File: src/rtl/multicycle_control_fsm.sv
// rtl/multicycle_control_fsm.sv - multi-cycle FETCH..WB control sequencer for the alu/datapath muxes.
// Optional mem_ack timeout trap enabled by defining MCFSM_MEM_TIMEOUT_EN.
module multicycle_control_fsm #(
  parameter int MEM_TIMEOUT = 15
) (
  input  logic       clk_i,
  input  logic       reset_i,
  input  logic       instr_valid_i,
  output logic       instr_ready_o,
  input  logic [5:0] op_i,
  input  logic [5:0] func_i,
  input  logic       mem_ack_i,
  output logic       pc_write_o,
  output logic       pc_write_cond_o,
  output logic       pc_src_o,
  output logic       ir_write_o,
  output logic       reg_dst_o,
  output logic       alu_src_a_o,
  output logic [1:0] alu_src_b_o,
  output logic       mem_to_reg_o,
  output logic       reg_write_o,
  output logic       mem_read_o,
  output logic       mem_write_o,
  output logic       binvert_o,
  output logic [1:0] operation_o,
  output logic       illegal_o,
  output logic       mem_timeout_o,
  output logic [3:0] state_o
);

  localparam logic [3:0] S_FETCH     = 4'd0;
  localparam logic [3:0] S_DECODE    = 4'd1;
  localparam logic [3:0] S_MEM_ADDR  = 4'd2;
  localparam logic [3:0] S_MEM_READ  = 4'd3;
  localparam logic [3:0] S_MEM_WB    = 4'd4;
  localparam logic [3:0] S_MEM_WRITE = 4'd5;
  localparam logic [3:0] S_R_EXEC    = 4'd6;
  localparam logic [3:0] S_R_WB      = 4'd7;
  localparam logic [3:0] S_BRANCH    = 4'd8;
  localparam logic [3:0] S_TRAP      = 4'd9;

  localparam logic [5:0] OP_RTYPE = 6'b000000;
  localparam logic [5:0] OP_LW    = 6'b100011;
  localparam logic [5:0] OP_SW    = 6'b101011;
  localparam logic [5:0] OP_BEQ   = 6'b000100;

  logic [3:0] state_q, state_d;
  logic [5:0] op_q, op_d;
  logic [5:0] func_q, func_d;
  logic       r_legal;
  logic [2:0] r_alu;
  logic       waiting;
  logic       timeout_hit;

  assign waiting = (state_q == S_MEM_READ) || (state_q == S_MEM_WRITE);

  // {binvert, operation} for the R-type funct held since FETCH
  always_comb begin
    r_legal = 1'b1;
    r_alu   = 3'b010;
    case (func_q)
      6'b100000: r_alu = 3'b010;
      6'b100010: r_alu = 3'b110;
      6'b100100: r_alu = 3'b000;
      6'b100101: r_alu = 3'b001;
      default:   r_legal = 1'b0;
    endcase
  end

`ifdef MCFSM_MEM_TIMEOUT_EN
  localparam int CW = $clog2(MEM_TIMEOUT + 1);

  logic [CW-1:0] tmo_cnt_q, tmo_cnt_d;
  logic          mem_timeout_q, mem_timeout_d;

  assign timeout_hit = waiting && !mem_ack_i && (tmo_cnt_q == CW'(MEM_TIMEOUT - 1));

  always_comb begin
    tmo_cnt_d     = tmo_cnt_q;
    mem_timeout_d = mem_timeout_q;
    if (state_q == S_MEM_ADDR) begin
      tmo_cnt_d = '0;
    end else if (waiting && !mem_ack_i && !timeout_hit) begin
      tmo_cnt_d = tmo_cnt_q + 1'b1;
    end
    if (timeout_hit) begin
      mem_timeout_d = 1'b1;
    end
  end

  always_ff @(posedge clk_i or posedge reset_i) begin
    if (reset_i) begin
      tmo_cnt_q     <= '0;
      mem_timeout_q <= 1'b0;
    end else begin
      tmo_cnt_q     <= tmo_cnt_d;
      mem_timeout_q <= mem_timeout_d;
    end
  end

  assign mem_timeout_o = mem_timeout_q;
`else
  assign timeout_hit   = 1'b0;
  assign mem_timeout_o = 1'b0;
`endif

  always_comb begin
    state_d = state_q;
    op_d    = op_q;
    func_d  = func_q;
    case (state_q)
      S_FETCH: begin
        if (instr_valid_i) begin
          op_d    = op_i;
          func_d  = func_i;
          state_d = S_DECODE;
        end
      end
      S_DECODE: begin
        if (op_q == OP_LW || op_q == OP_SW)        state_d = S_MEM_ADDR;
        else if (op_q == OP_BEQ)                   state_d = S_BRANCH;
        else if (op_q == OP_RTYPE && r_legal)      state_d = S_R_EXEC;
        else                                       state_d = S_TRAP;
      end
      S_MEM_ADDR:  state_d = (op_q == OP_SW) ? S_MEM_WRITE : S_MEM_READ;
      S_MEM_READ:  if (mem_ack_i) state_d = S_MEM_WB;
      S_MEM_WB:    state_d = S_FETCH;
      S_MEM_WRITE: if (mem_ack_i) state_d = S_FETCH;
      S_R_EXEC:    state_d = S_R_WB;
      S_R_WB:      state_d = S_FETCH;
      S_BRANCH:    state_d = S_FETCH;
      S_TRAP:      state_d = S_TRAP;
      default:     state_d = S_TRAP;
    endcase
    if (timeout_hit) begin
      state_d = S_TRAP;
    end
  end

  always_ff @(posedge clk_i or posedge reset_i) begin
    if (reset_i) begin
      state_q <= S_FETCH;
      op_q    <= '0;
      func_q  <= '0;
    end else begin
      state_q <= state_d;
      op_q    <= op_d;
      func_q  <= func_d;
    end
  end

  // Moore decode; reset forces every output low even though state reads FETCH
  always_comb begin
    instr_ready_o   = 1'b0;
    pc_write_o      = 1'b0;
    pc_write_cond_o = 1'b0;
    pc_src_o        = 1'b0;
    ir_write_o      = 1'b0;
    reg_dst_o       = 1'b0;
    alu_src_a_o     = 1'b0;
    alu_src_b_o     = 2'b00;
    mem_to_reg_o    = 1'b0;
    reg_write_o     = 1'b0;
    mem_read_o      = 1'b0;
    mem_write_o     = 1'b0;
    binvert_o       = 1'b0;
    operation_o     = 2'b00;
    illegal_o       = 1'b0;
    if (!reset_i) begin
      case (state_q)
        S_FETCH: begin
          instr_ready_o = 1'b1;
          alu_src_b_o   = 2'b01;
          operation_o   = 2'b10;
          ir_write_o    = instr_valid_i;
          pc_write_o    = instr_valid_i;
        end
        S_DECODE: begin
          alu_src_b_o = 2'b11;
          operation_o = 2'b10;
        end
        S_MEM_ADDR: begin
          alu_src_a_o = 1'b1;
          alu_src_b_o = 2'b10;
          operation_o = 2'b10;
        end
        S_MEM_READ:  mem_read_o = 1'b1;
        S_MEM_WB: begin
          reg_write_o  = 1'b1;
          mem_to_reg_o = 1'b1;
        end
        S_MEM_WRITE: mem_write_o = 1'b1;
        S_R_EXEC: begin
          alu_src_a_o              = 1'b1;
          {binvert_o, operation_o} = r_alu;
        end
        S_R_WB: begin
          alu_src_a_o              = 1'b1;
          {binvert_o, operation_o} = r_alu;
          reg_write_o              = 1'b1;
          reg_dst_o                = 1'b1;
        end
        S_BRANCH: begin
          alu_src_a_o     = 1'b1;
          binvert_o       = 1'b1;
          operation_o     = 2'b10;
          pc_write_cond_o = 1'b1;
          pc_src_o        = 1'b1;
        end
        S_TRAP:  illegal_o = 1'b1;
        default: illegal_o = 1'b0;
      endcase
    end
  end

  assign state_o = state_q;

endmodule

File: config.mk
export PLATFORM = sky130hd
export DESIGN_NAME = multicycle_control_fsm
export DESIGN_NICKNAME = d
export VERILOG_FILES = /design/src/rtl/multicycle_control_fsm.sv
export SDC_FILE = /design/constraint.sdc
export NUM_CORES = 1
export LEC_CHECK = 0
export BUFFER_PORTS_ARGS = -buffer_cell sky130_fd_sc_hd__buf_4
export CORE_ASPECT_RATIO = 1.25
export CORE_MARGIN = 2
export CORE_UTILIZATION = 43
export CTS_CLUSTER_DIAMETER = 200
export CTS_CLUSTER_SIZE = 10
export DETAILED_ROUTE_END_ITERATION = 7
export GPL_ROUTABILITY_DRIVEN = 0
export PLACE_DENSITY = 0.8
export SETUP_SLACK_MARGIN = 0.2
export SYNTH_ARGS = -nofsm -noshare
export SYNTH_HDL_FRONTEND = slang
export SYNTH_SLANG_ARGS = --single-unit
File: constraint.sdc
create_clock -name clk_i -period 1.3 [get_ports clk_i]
set_input_delay 0.13 -clock clk_i [delete_from_list [all_inputs] [get_ports clk_i]]
set_output_delay 0.13 -clock clk_i [all_outputs]
set_load 0.005 [all_outputs]
==> key figures <==
Floorplanning
  • Number of core rows: 19
  • Die width: 47.8 µm
  • Die height: 58.8 µm
  • Initial Utilization: 46.2%
  • Die area: 0.00281 mm²
  • Core Region: 0.00223 mm²
  • Total I/O pin count: 38

Synthesis
  • Syn Std Cell Area: 0.00103 mm²
  • Top post-synthesis cells by area: dfrtp_1 39%, mux2_2 13%, nor2_1 4.0%, o21ai_0 3.9%, nor4_1 3.0%
  • Register area share after synthesis: 38.8%
  • Compound-Gate Fraction of Synth Area: 12.5%
  • Syn Area/Cell: 9.13 µm²
  • Share of flip-flops with an asynchronous set or reset: 100%
  • Syn nets: 129
  • Post-synth top area share: 38.8%
  • XOR/XNOR Fraction of Synth Area: 0.848%
  • Ys flop type: dfrtp_1
  • Post-synthesis register bit count: 16
  • Gate Count Post-Synth: 113
  • Synth Warn #: 0
  • Area leader, netlist: dfrtp_1
  • Multiplexer share of the synthesized area: 14.1%
  • Post-synth EDFFs: 0
  • Area share of and/or/nand/nor cells after synthesis: 27.3%
  • Combinational family with the most area after synthesis: simple AND/OR/NAND/NOR gates
  • Distinct cell type count of the synthesized netlist: 38
  • Post-Synth Adder-Cell Area: 0%

Cells and area
  • Commonest non-fill, non-tap cell in the layout: buf_4
  • Area grow syn2layout: 103%
  • ANT cells: 0
  • Non-filler cells, final: 222
  • # fillers: 68
  • Share of post-route cells with drive strength above 1: 73.8%
  • Final net count: 208
  • Commonest cells after routing, fill and taps aside: 56 x buf_4, 24 x buf_6, 12 x dfrtp_1

Run status
  • Status: finished, violations left
  • Failing checks: negative setup slack

Worst setup path
  • Setup Crit Path Kind: register to output pin
  • CP Capture Type: output pin
  • CP Cell Sequence: buf_6 > or3_4 > a21oi_2 > buf_4
  • CP max FO: 4
  • Critical-path top delay cell: dfrtp_1
  • Critical path arrival: 1.57 ns
  • Largest delay share family, worst path: flip-flops
  • CP required: 1.17 ns
  • Worst path buffer plus inverter count: 2
  • Slowest stage delay, CP: 0.45 ns
  • Startpoint Class: register

Timing
  • RSZ-0062 raised after global routing: true
  • Skew final: 0.00419 ns
  • Minimum clock period: 1.70 ns
  • Final setup violation count: 36
  • Final period utilization: 131%
  • Hold_ws: 0.0325 ns
  • Fin. max-slew vios: 0
  • Fmax: 589 MHz
  • Final Hold Viols: 0
  • Setup WS post-layout: -0.399 ns

Clocking
  • Clk slew on worst S/H paths: 0.10 ns
  • CTS Hold Bufs: 0
  • Inserted Clock Buffers: 3
  • CTS H-tree depth: 1
  • Clk buf depth: 2
  • Root buffer cell: clkbuf_4
  • CTS tree: done
  • Worst skew pair latency: 0.30 ns
  • Clk sinks: 16

Routing
  • Via count: 1379
  • Vias per std cell: 6.21
  • Detailed router's first-iteration violation count: 51
  • WL/cell: 23.7 µm
  • Final ANT Viol Nets: 0
  • # DRC: 0
  • Final WL: 5.27 mm
  • DR pass1 iterations: 4

GRT
  • Global routing's busiest layer: met2
  • Met2 global-route usage: 57.7%
  • Global Route Usage Sum: 31.4%
  • Antenna violations before repair: 0
  • Met1 Use GR: 32.7%
  • Pin count of the biggest net entering global routing: 13
  • First-pass GRT wire length: 6.24 mm
  • Gr ovfl total: 0
  • Grt met3 use: 4.29%
  • Vias in the first global route: 1342

Worst hold path
  • Hold crit path type: primary input to async pin

Power and ir drop
  • IR drop worst, VDD: 1.88 mV
  • Power per standard cell area: 1920 mW/mm²
  • Leak pwr: 0.959 nW

Place
  • DP Cell Count: 196
  • PortBufs: 36
  • DP Wirelength: 2.31 mm
  • Pre-CTS setup slack: -0.160 ns

Flow run
  • Maxcap violations: 0
flip-flops by register name, indices dropped and copies added, names as in the netlist:
register and cells:
state_o 4, func_q 6, op_q 6
final cells by class:
cell class | instances | area (µm²) | share of cell area, %
clock buffers | 4 | 36.3 | 1.73
inverters | 2 | 7.51 | 0.358
multi-input cells | 84 | 822 | 39.2
flip-flops and latches | 16 | 405 | 19.3
well taps | 31 | 38.8 | 1.85
repair buffers | 85 | 788 | 37.6
stage by stage:
stage | TNS, ns | power [W] | instance area [µm²] | utilization [%]
floorplan | -1.06 | 0.00188 | 1160 | -
global placement | -1.18 | 0.00248 | 1580 | 70.5
detailed placement | -1.84 | 0.00257 | 1580 | 70.5
CTS | -7.23 | 0.00353 | 1970 | 88.4
global route | -11.03 | 0.00416 | 2100 | 93.9
finish | -9.34 | 0.00403 | 2100 | 93.9
timing repair:
item	CTS	global route
endpoints found under the setup margin	37	37
pin swaps	9	8
cloned	1	0
buffers inserted	16	5
resized for setup	55	19
hold endpoints to repair	0	0
routing by layer:
layer	up-vias	routed length, µm
li1	571	-
met1	673	1760
met2	98	2820
met3	37	357
met4	0	323
met5	-	0
synth_stat cells, types with 2 or more instances:
| cell type | n |
|---|---|
| mux2_2 | 12 |
| nor2_1 | 11 |
| a21oi_1 | 6 |
| buf_4 | 3 |
| clkbuf_1 | 5 |
| inv_1 | 2 |
| nor3_1 | 6 |
| buf_2 | 2 |
| nand2_1 | 4 |
| dfrtp_1 | 16 |
| nand2b_1 | 4 |
| nand3_1 | 2 |
| o21ai_0 | 8 |
| nor4_1 | 5 |
| nor3b_1 | 3 |
| or2_2 | 2 |
path summary, 6_finish.rpt:
path | from | end | slack [ns] | depth (start not counted)
max in group asynchronous | reset_i | func_q[4] | 1.06 | 3
worst min register to register | op_q[3] | op_q[3] | 0.64 | 1
worst max register to register | state_o[2] | state_o[0] | -0.39 | 5
worst min-delay path | reset_i | state_o[1] | 0.03 | 3
worst max-delay path | state_o[2] | binvert_o | -0.40 | 4
min in group clk_i | op_i[5] | op_q[5] | 0.06 | 2
cell families (layout without fill, tap and decap cells):
family / Yosys count / after routing
muxes: 13 / 13
xor gates and xnor gates: 1 / 1
buffers and inverters: 13 / 91
other: 1 / 1
and+or+nand+nor: 48 / 48
AOI/OAI and AO/OA: 21 / 21
DFF: 16 / 16
where the power goes:
group	total (W)	internal (W)	switching, W
Clock	0.000347	0.000171	0.000177
Sequential	0.00107	0.000730	0.000338
Combinational	0.00261	0.00151	0.00110
Total	0.00403	0.00241	0.00162
tightest hold or removal path, cell delays in order:
cell	delay, ns
buf_4	0.18
inv_1	0.17
buf_4	0.19
Power figures use the tool's default switching activity.
